==> config.mk <==
export PLATFORM = sky130hd
export DESIGN_NAME = frame_reader
export DESIGN_NICKNAME = d
export VERILOG_FILES = /design/src/rtl/frame_pkg.sv /design/src/rtl/frame_checksum.sv /design/src/rtl/frame_reader.sv
export SDC_FILE = /design/constraint.sdc
export NUM_CORES = 1
export LEC_CHECK = 0
export ABC_AREA = 1
export CAP_MARGIN = 20
export CORE_ASPECT_RATIO = 0.75
export CORE_UTILIZATION = 45
export CTS_CLUSTER_DIAMETER = 60
export DETAILED_ROUTE_END_ITERATION = 7
export GPL_ROUTABILITY_DRIVEN = 0
export PLACE_DENSITY_LB_ADDON = 0.15
export SKIP_CTS_REPAIR_TIMING = 1
export SLEW_MARGIN = 20
export SYNTH_ARGS = -nofsm -noshare
export SYNTH_HDL_FRONTEND = slang
export SYNTH_HIERARCHICAL = 1
export SYNTH_SLANG_ARGS = --single-unit
export TNS_END_PERCENT = 1
==> constraint.sdc <==
create_clock -name read_clk -period 1.5 [get_ports read_clk]
set_input_delay 0.15 -clock read_clk [delete_from_list [all_inputs] [get_ports read_clk]]
set_output_delay 0.15 -clock read_clk [all_outputs]
set_load 0.03 [all_outputs]
==> src/rtl/frame_pkg.sv <==
// Definitions shared by the frame FIFO reader and writer sides: word width,
// default frame size and the reader FSM state encoding.
package frame_pkg;
    localparam int WORD_W        = 16;
    localparam int DEF_NUM_WORDS = 8;

    typedef enum logic [2:0] {
        IDLE,
        POP,
        WAIT,
        LOAD,
        SEND,
        HOLD
    } state_t;
endpackage

==> src/rtl/frame_checksum.sv <==
// 16-bit wrapping sum of the slot words of one frame. Only compiled and used
// when FRAME_READER_CHECKSUM_EN is defined.
`ifdef FRAME_READER_CHECKSUM_EN
module frame_checksum
    import frame_pkg::*;
(
    input  logic              i_clk,
    input  logic              i_rst,
    input  logic              i_clr,
    input  logic              i_acc,
    input  logic [WORD_W-1:0] i_data,
    output logic [WORD_W-1:0] o_sum
);
    logic [WORD_W-1:0] r_sum;

    always_ff @(posedge i_clk) begin
        if (i_rst || i_clr)
            r_sum <= '0;
        else if (i_acc)
            r_sum <= r_sum + i_data;
    end

    assign o_sum = r_sum;
endmodule
`endif

==> src/rtl/frame_reader.sv <==
// Pops one frame from the frame FIFO and serializes its slots over a
// valid/ready word stream. FRAME_READER_CHECKSUM_EN appends a sum word.
module frame_reader
    import frame_pkg::*;
#(
    parameter int NUM_WORDS   = DEF_NUM_WORDS,
    parameter int POP_HOLDOFF = 4
) (
    input  logic                          read_clk,
    input  logic                          reset,
    input  logic                          enable,
    input  logic                          fifo_ready,
    output logic                          frame_pop,
    input  logic [WORD_W*NUM_WORDS-1:0]   frame_data_out,
    output logic [WORD_W-1:0]             word_data,
    output logic                          word_valid,
    input  logic                          word_ready,
    output logic [$clog2(NUM_WORDS+1)-1:0] word_idx,
    output logic                          word_last,
    output logic                          busy,
    output logic [15:0]                   frames_read
);
    localparam int IDX_W  = $clog2(NUM_WORDS + 1);
    localparam int SLOT_W = (NUM_WORDS > 1) ? $clog2(NUM_WORDS) : 1;
    localparam int HO_W   = (POP_HOLDOFF > 1) ? $clog2(POP_HOLDOFF) : 1;
`ifdef FRAME_READER_CHECKSUM_EN
    localparam logic [IDX_W-1:0] LAST_IDX = IDX_W'(NUM_WORDS);
`else
    localparam logic [IDX_W-1:0] LAST_IDX = IDX_W'(NUM_WORDS - 1);
`endif

    state_t                               r_state;
    state_t                               w_next;
    logic [NUM_WORDS-1:0][WORD_W-1:0]     r_frame;
    logic [IDX_W-1:0]                     r_idx;
    logic [HO_W-1:0]                      r_hold;
    logic [15:0]                          r_frames;
    logic                                 w_hs;
    logic                                 w_last_hs;
    logic [SLOT_W-1:0]                    w_slot;
    logic [WORD_W-1:0]                    w_slot_data;

    assign w_hs        = (r_state == SEND) && word_ready;
    assign w_last_hs   = w_hs && (r_idx == LAST_IDX);
    assign w_slot      = r_idx[SLOT_W-1:0];
    assign w_slot_data = r_frame[w_slot];

    always_ff @(posedge read_clk) begin
        if (reset)
            r_state <= IDLE;
        else
            r_state <= w_next;
    end

    always_comb begin
        w_next = r_state;
        case (r_state)
            IDLE: if (enable && fifo_ready) w_next = POP;
            POP:  w_next = WAIT;
            WAIT: w_next = LOAD;
            LOAD: w_next = SEND;
            SEND: if (w_last_hs) w_next = (POP_HOLDOFF == 0) ? IDLE : HOLD;
            // fifo_ready is deliberately not looked at here: the FIFO needs
            // time to retire the popped frame before its flag is trusted.
            HOLD: if (r_hold == HO_W'(POP_HOLDOFF - 1)) w_next = IDLE;
            default: w_next = IDLE;
        endcase
    end

    always_ff @(posedge read_clk) begin
        if (reset) begin
            r_frame  <= '0;
            r_idx    <= '0;
            r_hold   <= '0;
            r_frames <= '0;
        end else begin
            if (r_state == LOAD)
                r_frame <= frame_data_out;

            if (r_state == LOAD)
                r_idx <= '0;
            else if (w_hs)
                r_idx <= w_last_hs ? '0 : r_idx + 1'b1;

            if (r_state == HOLD)
                r_hold <= r_hold + 1'b1;
            else
                r_hold <= '0;

            if (w_last_hs)
                r_frames <= r_frames + 16'd1;
        end
    end

`ifdef FRAME_READER_CHECKSUM_EN
    logic [WORD_W-1:0] w_cks;

    frame_checksum u_cks (
        .i_clk  (read_clk),
        .i_rst  (reset),
        .i_clr  (r_state == LOAD),
        .i_acc  (w_hs && (r_idx != LAST_IDX)),
        .i_data (w_slot_data),
        .o_sum  (w_cks)
    );

    assign word_data = !word_valid ? '0 :
                       (r_idx == LAST_IDX) ? w_cks : w_slot_data;
`else
    assign word_data = word_valid ? w_slot_data : '0;
`endif

    assign frame_pop   = (r_state == POP);
    assign word_valid  = (r_state == SEND);
    assign word_idx    = r_idx;
    assign word_last   = word_valid && (r_idx == LAST_IDX);
    assign busy        = (r_state != IDLE);
    assign frames_read = r_frames;
endmodule

==> results.md, run 1 <==
- **cell at the slowest stage of the critical path** sky130_fd_sc_hd__dfxtp_4
- **met3 track demand over resource in global routing** 0.0540
- **number of antenna violations at the first check in global routing** 0
- **via count of the first global-routing pass** 6403
- **1st-pass router iterations** 5
- **sum of overflow across all layers after global routing** 0
- **number of rows in the core area** 38
- **Worst Path Class, Setup** reg2out
- **final total negative setup slack** -8.85 ns
- **flop and latch count out of synthesis** 153
- **Max-slew headroom** 0.718
- **Slowest Stage Delay on Critical Path** 0.42 ns
- **class of the tightest hold or removal check** in2reg
- **maximum number of buffers from clock root to sink** 2
- **largest net degree at the start of global routing** 74
- **H-Tree Depth** 4
- **shortest clock period the worst path allows after layout** 2.04 ns
- **Die Y-Extent** 109 um
- **Net Count, Synth** 1140
- **GR peak layer** met1
- **top cell family by delay on the critical path** buffers and inverters
- **final core utilization** 0.690
- **total wirelength of the detailed-routed design** 22700 um
- **Worst Setup Slack, final** -0.537 ns
- **fraction of met2 tracks used by global routing** 0.394
- **Chip Width** 144 um
- **Final #Nets** 1316
- **CTS buffer count** 17
- **max-cap violations** 0
- **Mean Syn Cell Area** 6.80 um2
- **number of clock sinks seen by CTS** 153
- **data arrival at the endpoint of the critical path** 1.89 ns
- **largest area contributor in the synthesized netlist** sky130_fd_sc_hd__dfxtp_1
- **combined area of all synthesized cells** 6830 um2
- **fraction of synthesized cell area taken by the top area cell type** 0.449
- **CTS tree** built
- **power per cell area** 1360 nW/um2
- **post-detail-place hpwl** 14900 um
- **non-filler instance count after layout** 1393
- **Placed Instances** 1350
- **clk_lat worst skew** 0.43 ns
- **final max-slew violation count** 0
- **top-level port count** 173
- **Final Setup Violations** 30
- **kind of launch point of the worst setup path** flop
- **skew final** 0.00914 ns
- **cell types with the largest area share after synthesis** sky130_fd_sc_hd__dfxtp_1, sky130_fd_sc_hd__nor2_1, sky130_fd_sc_hd__o21ai_0, sky130_fd_sc_hd__nand2_1, sky130_fd_sc_hd__buf_2
- **count of buffering cells on the critical path with inverters included** 3
- **area overhead of the layout relative to synthesis** 48.0%
- **count of antenna-violating nets left after detailed routing** 0
- **Core Area** 14600 um2
- **ratio of routed vias to standard cells** 5.29
- **Tcrit/Tclk final** 1.36
- **Total Die Area** 15700 um2
- **total of warnings raised by yosys** 6
- **per-cell routed wire length** 16.3 um
- **outcome** complete, but fails checks
- **total count of hold-check failures in the final report** 0
- **layout cell share with drive strength beyond 1** 0.139
- **combined global-route utilization of all metal layers** 0.278
- **violated checks** negative setup slack
- **transition at the pin with the smallest max-transition slack** 0.422 ns
- **number of distinct library cell variants in the gate-level netlist after synthesis** 30
- **detailed-route via count** 7364
- **worst IR drop on VDD** 0.00105 V
- **Critical Path RT** 1.35 ns
- **port buffer count** 172
- **Post-Synthesis Cells** 1004
- **GRT met1 Usage** 0.419
- **clock-pin slew on the worst setup and hold paths** 0.07 ns
- **detailed-route DRC error count** 0
- **Detailed Route Iter0 Violations** 687
- **share of synthesized area occupied by flip-flops and latches** 0.449
- **Fmax** 491 MHz
- **Lkg Pwr** 4.56 nW
- **Root Buffer** sky130_fd_sc_hd__clkbuf_16
- **Crit. End Element** primary output
- **RSZ-0062 raised after global routing** true
- **maximum fanout along the worst path** 7
- **initial core utilization** 0.466
- **CP cell instances** buf_6, clkbuf_16, nor2_1, nor2_1, o21ai_0, o211ai_1, nand2_1, nor2_4, buf_6
- **global-route wire length before repair** 33200 um
-- metal layers --
metal	vias to the layer above	wire length, um
met3	39	2300
met1	3323	10600
met2	374	9300
met4	0	432
met5	-	0
li1	3628	-
-- kinds of logic after synthesis --
logic type               synth area share
adder cells (fa/ha/maj)           0.00550
flip-flops                          0.449
AND/OR/NAND/NOR                     0.292
AO/OA/AOI/OAI                       0.188
buffers and inverters              0.0634
XOR/XNOR                          0.00257
-- cell type report --
class | instances | area [um2]
Antenna cell | 1 | 2.50
Clock buffer | 18 | 439
Clock inverter | 13 | 178
Fill cell | 1238 | 4540
Inverter | 29 | 115
Multi-Input combinational cell | 752 | 3530
Sequential cell | 153 | 3070
Tap cell | 200 | 250
Timing Repair Buffer | 227 | 2510
-- power breakdown --
part	switching (W)	internal (W)
logic	0.00231	0.00168
registers	0.000454	0.00470
clock network	0.00185	0.00270
total	0.00461	0.00908
-- worst reg2reg max path: cells and delay by family, from the launching register on --
kind	cells	cell delay, ns
AND/OR/NAND/NOR	6	0.61
adder cells (fa/ha/maj)	1	0.22
flip-flops	1	0.42
buffers and inverters	2	0.33
-- metrics by stage --
step / total power (W) / worst slack, ns / instance area (um2) / hold slack, ns
CTS: 0.0132 / -0.629 / 9680 / 0.298
global route: 0.0143 / -0.583 / 10100 / 0.311
global placement: 0.00868 / -0.106 / 9060 / 0.425
detailed placement: 0.00871 / -0.0987 / 9060 / 0.424
finish: 0.0137 / -0.537 / 10100 / 0.303
floorplan: 0.00719 / -0.0257 / 6940 / 0.219
-- registers in the layout, indices dropped and copies added (netlist names) --
signal	cells
frames_read	16
r_hold	2
r_frame	128
r_state	3
word_idx	4
-- placed cells by master, fill, tap and decap left out, types with 5 or more instances in the layout --
cell / instances
sky130_fd_sc_hd__a21oi_1: 11
sky130_fd_sc_hd__buf_12: 18
sky130_fd_sc_hd__buf_4: 35
sky130_fd_sc_hd__buf_6: 17
sky130_fd_sc_hd__clkbuf_16: 23
sky130_fd_sc_hd__clkdlybuf4s50_1: 132
sky130_fd_sc_hd__dfxtp_1: 148
sky130_fd_sc_hd__dlymetal6s2s_1: 17
sky130_fd_sc_hd__inv_1: 23
sky130_fd_sc_hd__inv_6: 7
sky130_fd_sc_hd__nand2_1: 65
sky130_fd_sc_hd__nand3_1: 17
sky130_fd_sc_hd__nand4_1: 5
sky130_fd_sc_hd__nor2_1: 372
sky130_fd_sc_hd__nor2_2: 18
sky130_fd_sc_hd__nor2_4: 16
sky130_fd_sc_hd__o211ai_1: 16
sky130_fd_sc_hd__o21ai_0: 182
sky130_fd_sc_hd__o21ai_1: 14
sky130_fd_sc_hd__o22ai_1: 14
-- synthesized netlist by cell type --
cell and count:
sky130_fd_sc_hd__a21oi_1 11, sky130_fd_sc_hd__buf_2 37, sky130_fd_sc_hd__buf_4 2, sky130_fd_sc_hd__buf_6 1
sky130_fd_sc_hd__clkbuf_1 30, sky130_fd_sc_hd__clkinv_1 2, sky130_fd_sc_hd__dfxtp_1 153, sky130_fd_sc_hd__ha_1 3
sky130_fd_sc_hd__inv_1 26, sky130_fd_sc_hd__inv_2 1, sky130_fd_sc_hd__nand2_1 65, sky130_fd_sc_hd__nand3_1 19
sky130_fd_sc_hd__nand3_4 1, sky130_fd_sc_hd__nand4_1 5, sky130_fd_sc_hd__nor2_1 404, sky130_fd_sc_hd__nor2_2 1
sky130_fd_sc_hd__nor2_4 1, sky130_fd_sc_hd__nor2_8 1, sky130_fd_sc_hd__nor3_1 3, sky130_fd_sc_hd__nor3_2 2
sky130_fd_sc_hd__nor3b_1 1, sky130_fd_sc_hd__nor4_1 1, sky130_fd_sc_hd__o211a_1 1, sky130_fd_sc_hd__o211ai_1 16
sky130_fd_sc_hd__o21a_1 1, sky130_fd_sc_hd__o21ai_0 197, sky130_fd_sc_hd__o21ai_1 1, sky130_fd_sc_hd__o22ai_1 16
sky130_fd_sc_hd__xnor2_1 1, sky130_fd_sc_hd__xor2_1 1
-- final timing paths --
kind | from | end | slack (ns) | depth (start not counted)
max reg2reg | word_idx[0]$_SDFFE_PP0P_ | frames_read[15]$_SDFFE_PP0P_ | -0.13 | 9
max | word_idx[0]$_SDFFE_PP0P_ | word_data[5] | -0.54 | 9
min reg2reg | r_hold[0]$_SDFF_PP0_ | r_hold[0]$_SDFF_PP0_ | 0.44 | 1
min | frame_data_out[120] | r_frame[120]$_SDFFE_PP0P_ | 0.30 | 3
No activity file was read; power rests on OpenSTA's default activity.
==> run 2, diff against run 1 <==
ABC_AREA = not set   (was 1)
CORE_UTILIZATION = 44   (was 45)
SLEW_MARGIN = 25   (was 20)
==> run 2 against run 1 <==
Compared with the run above: the flow still finishes with violations (negative setup slack); maximum frequency fell by 7.9%; register-to-register slack worse by 0.31 ns; first-iteration DRC count down 53%; count of clock-buffer cells in the layout up 3; clock skew up 0.00087 ns; combinational power down 80%; sequential share of layout area rose by 0.91 points; setup slack got worse by 0.17 ns; critical path type unchanged.
==> results.md, run 2 <==
- **initial core utilization** 0.453, -0.0134
- **port buffer count** 172, unchanged
- **worst IR drop on VDD** 0.000946 V, -10%
- **total wirelength of the detailed-routed design** 19200 um, -15%
- **detailed-route DRC error count** 0, unchanged
- **area taken by flip-flops and latches** 3080 um2, +0.16%
- **Die Y-Extent** 108 um, -0.81%
- **violated checks** negative setup slack
- **number of antenna violations at the first check in global routing** 0, unchanged
- **Root Buffer** sky130_fd_sc_hd__clkbuf_16
- **final max-slew violation count** 0, unchanged
- **Worst R2R Setup Slack** -0.44 ns, -0.31 ns
- **mux cell area share after synthesis** 0.143, +0.143
- **pre-CTS setup slack** -0.529 ns, -0.430 ns
- **Critical Path RT** 1.35 ns, about the same
- **count of flip-flops with a built-in enable after synthesis** 0, unchanged
- **Detailed Route Iter0 Violations** 320, -53%
- **number of distinct library cell variants in the gate-level netlist after synthesis** 37, +23%
- **data arrival at the endpoint of the critical path** 2.06 ns, +0.17 ns
- **largest net degree at the start of global routing** 62, -16%
- **library cell with the highest instance count after synthesis** sky130_fd_sc_hd__nand2_1
- **combined area of all synthesized cells** 6560 um2, -3.8%
- **shortest clock period the worst path allows after layout** 2.21 ns, +0.174 ns
- **Final #Nets** 1107, -16%
- **register with the highest flop count** r_frame
- **power per cell area** 974 nW/um2, -28%
- **fraction of synthesized cell area taken by the top area cell type** 0.467, +0.0179
- **final core utilization** 0.677, -0.0124
- **RSZ-0062 raised after global routing** true
- **Tcrit/Tclk final** 1.47, +0.116
- **Cells on Worst Hold Path** 2, -1
- **multi-input logic area** 3370 um2, -4.7%
- **combined global-route utilization of all metal layers** 0.252, -0.0258
- **ratio of routed vias to standard cells** 5.22, -1.3%
- **worst-case reg-to-reg path depth** 7, -2
- **filler instances** 1144, -7.6%
- **Crit. End Element** primary output
- **detailed-route via count** 6175, -16%
- **Worst Hold Slack** 0.120 ns, -0.183 ns
- **Total Die Area** 15400 um2, -1.6%
- **global-route wire length before repair** 29300 um, -12%
- **max-cap violations** 0, unchanged
- **number of clock sinks seen by CTS** 153, unchanged
- **simple-gate share of the synthesized area** 0.219, -0.0724
- **Max-slew headroom** 0.756, +0.0385
- **Worst Hold Path EP** frames_read[5]$_SDFFE_PP0P_
- **sum of overflow across all layers after global routing** 0, unchanged
- **Mean Syn Cell Area** 8.47 um2, +25%
- **Worst Path Class, Setup** reg2out
- **maximum number of buffers from clock root to sink** 2, unchanged
- **H-Tree Depth** 4, unchanged
- **layout cell share with drive strength beyond 1** 0.209, +0.0701
- **class of the tightest hold or removal check** in2reg
- **xor-xnor portion of the synthesized cell area** 0.0120, +0.00944
- **per-cell routed wire length** 16.2 um, -0.16%
- **area overhead of the layout relative to synthesis** 49.7%
- **Largest register FFs** 128, unchanged
- **post-detail-place hpwl** 13300 um, -11%
- **kind of launch point of the worst setup path** flop
- **CTS tree** built
- **largest area contributor in the synthesized netlist** sky130_fd_sc_hd__dfxtp_1
- **flop and latch count out of synthesis** 153, unchanged
- **transition at the pin with the smallest max-transition slack** 0.365 ns, -0.0562 ns
- **Core Area** 14500 um2, -0.97%
- **diodes inserted** 0, -1
- **count of antenna-violating nets left after detailed routing** 0, unchanged
- **top-level port count** 173, unchanged
- **maximum fanout along the worst path** 5, -2
- **Compound-Gate Fraction of Synth Area** 0.112, -0.0756
- **ys async rst share** 0, unchanged
- **outcome** complete, but fails checks
- **total of warnings raised by yosys** 6, unchanged
- **number of rows in the core area** 38, unchanged
- **Post-Synthesis Cells** 775, -23%
- **Chip Width** 143 um, -0.81%
- **total count of hold-check failures in the final report** 0, unchanged
- **largest family of logic cells by synthesized area** simple AND/OR/NAND/NOR gates
- **1st-pass router iterations** 4, -1
- **via count of the first global-routing pass** 5968, -6.8%
- **cell types with the largest area share after synthesis** sky130_fd_sc_hd__dfxtp_1, sky130_fd_sc_hd__nand2_1, sky130_fd_sc_hd__mux4_2, sky130_fd_sc_hd__a21oi_1, sky130_fd_sc_hd__clkbuf_1
- **share of synthesized area occupied by flip-flops and latches** 0.467, +0.0179
- **Worst Setup Slack, final** -0.711 ns, -0.174 ns
- **startpoint of the lowest-slack register-to-register path** word_idx[0]$_SDFFE_PP0P_
- **Post-Synth Adder-Cell Area** 0.00572, +0.000219
- **Net Count, Synth** 911, -20%
- **Fmax** 452 MHz, -7.9%
- **Lkg Pwr** 3.68 nW, -19%
- **CTS buffer count** 17, unchanged
- **clock-pin slew on the worst setup and hold paths** 0.06 ns, about the same
- **top cells by instance count after synthesis** sky130_fd_sc_hd__nand2_1, sky130_fd_sc_hd__dfxtp_1, sky130_fd_sc_hd__a21oi_1
- **Final Setup Violations** 39, +30%
- **most used flip-flop cell after synthesis** sky130_fd_sc_hd__dfxtp_1
- **overall power** 0.00957 W, -30%
- **hold path startpoint** reset
- **most frequent cells in the layout** sky130_fd_sc_hd__nand2_1, sky130_fd_sc_hd__dfxtp_1, sky130_fd_sc_hd__clkdlybuf4s50_1
- **skew final** 0.0100 ns, +0.000871 ns
- **commonest non-fill, non-tap cell in the layout** sky130_fd_sc_hd__nand2_1
- **worst r2r dst** frames_read[13]$_SDFFE_PP0P_
- **clk_lat worst skew** 0.43 ns, about the same
==> run 2: changes by cell type in the layout (fill, tap and decap cells not counted), sizes merged, moves of 19 or more <==
cell   before  now
a21oi      11  135
buf        70   89
inv        35    6
mux4        0   32
nand2      65  267
nor2      407   32
o21ai     198    4
==> run 2: per-layer routing <==
layer | up-vias | wire length, um | part of all wire | GRT usage
li1 | 3018 | - | - | -
met1 | 2944 | 8360 | 0.43 | 0.310
met2 | 189 | 9560 | 0.50 | 0.433
met3 | 24 | 989 | 0.051 | 0.0569
met4 | 0 | 319 | 0.017 | 0.0853
met5 | - | 0 | 0 | 0
==> run 2: cells by family after synthesis <==
kind of cell	count (synthesis)
buffers and inverters	66
muxes	53
AOI/OAI and AO/OA	144
adders and majority gates	3
DFF	153
and+or+nand+nor	347
xor gates and xnor gates	9
==> run 2: report_power, final <==
group | leakage, nW | internal (W) | switching, W
sequential | 1.24 | 0.00413 | 0.0000410
clock | 0.309 | 0.00292 | 0.00169
combinational | 2.13 | 0.000473 | 0.000327
total | 3.68 | 0.00752 | 0.00206
==> run 2: worst max path at each step <==
stage,start,to,slack [ns],depth (start not counted)
3_3_place_gp,word_idx[0]$_SDFFE_PP0P_,word_data[6],-0.53,4
3_5_place_dp,word_idx[0]$_SDFFE_PP0P_,word_data[6],-0.53,4
6_report,word_idx[0]$_SDFFE_PP0P_,word_data[1],-0.71,7
5_1_grt,word_idx[0]$_SDFFE_PP0P_,word_data[1],-0.79,7
4_1_cts,word_idx[0]$_SDFFE_PP0P_,word_data[14],-1.0,4
2_1_floorplan,r_state[1]$_SDFFE_PP0P_,frames_read[13]$_SDFFE_PP0P_,-0.24,6
==> run 2: stage by stage <==
| stage | std cells | setup TNS, ns | area [um2] |
|---|---|---|---|
| after floorplan | 775 | -4.63 | 6660 |
| after global placement | 1146 | -12.84 | 8920 |
| after detailed placement | 1146 | -13.51 | 8920 |
| after CTS | 1178 | -25.91 | 9560 |
| after global routing | 1184 | -19.01 | 9820 |
| final | 1184 | -15.45 | 9820 |
==> run 2: layout make-up <==
| cell class | count | area share |
|---|---|---|
| Clock inverter | 11 | 0.0171 |
| Multi-Input combinational cell | 556 | 0.343 |
| Clock buffer | 21 | 0.0479 |
| Sequential cell | 153 | 0.313 |
| Tap cell | 200 | 0.0255 |
| Inverter | 5 | 0.00191 |
| Timing Repair Buffer | 238 | 0.251 |
==> run 2: critical path, stage by stage (launching register included) <==
cell	delay, ns
sky130_fd_sc_hd__dfxtp_4	0.37
sky130_fd_sc_hd__buf_8	0.12
sky130_fd_sc_hd__buf_6	0.12
sky130_fd_sc_hd__buf_12	0.12
sky130_fd_sc_hd__mux4_2	0.50
sky130_fd_sc_hd__mux2i_1	0.19
sky130_fd_sc_hd__nor2_2	0.08
sky130_fd_sc_hd__buf_12	0.14
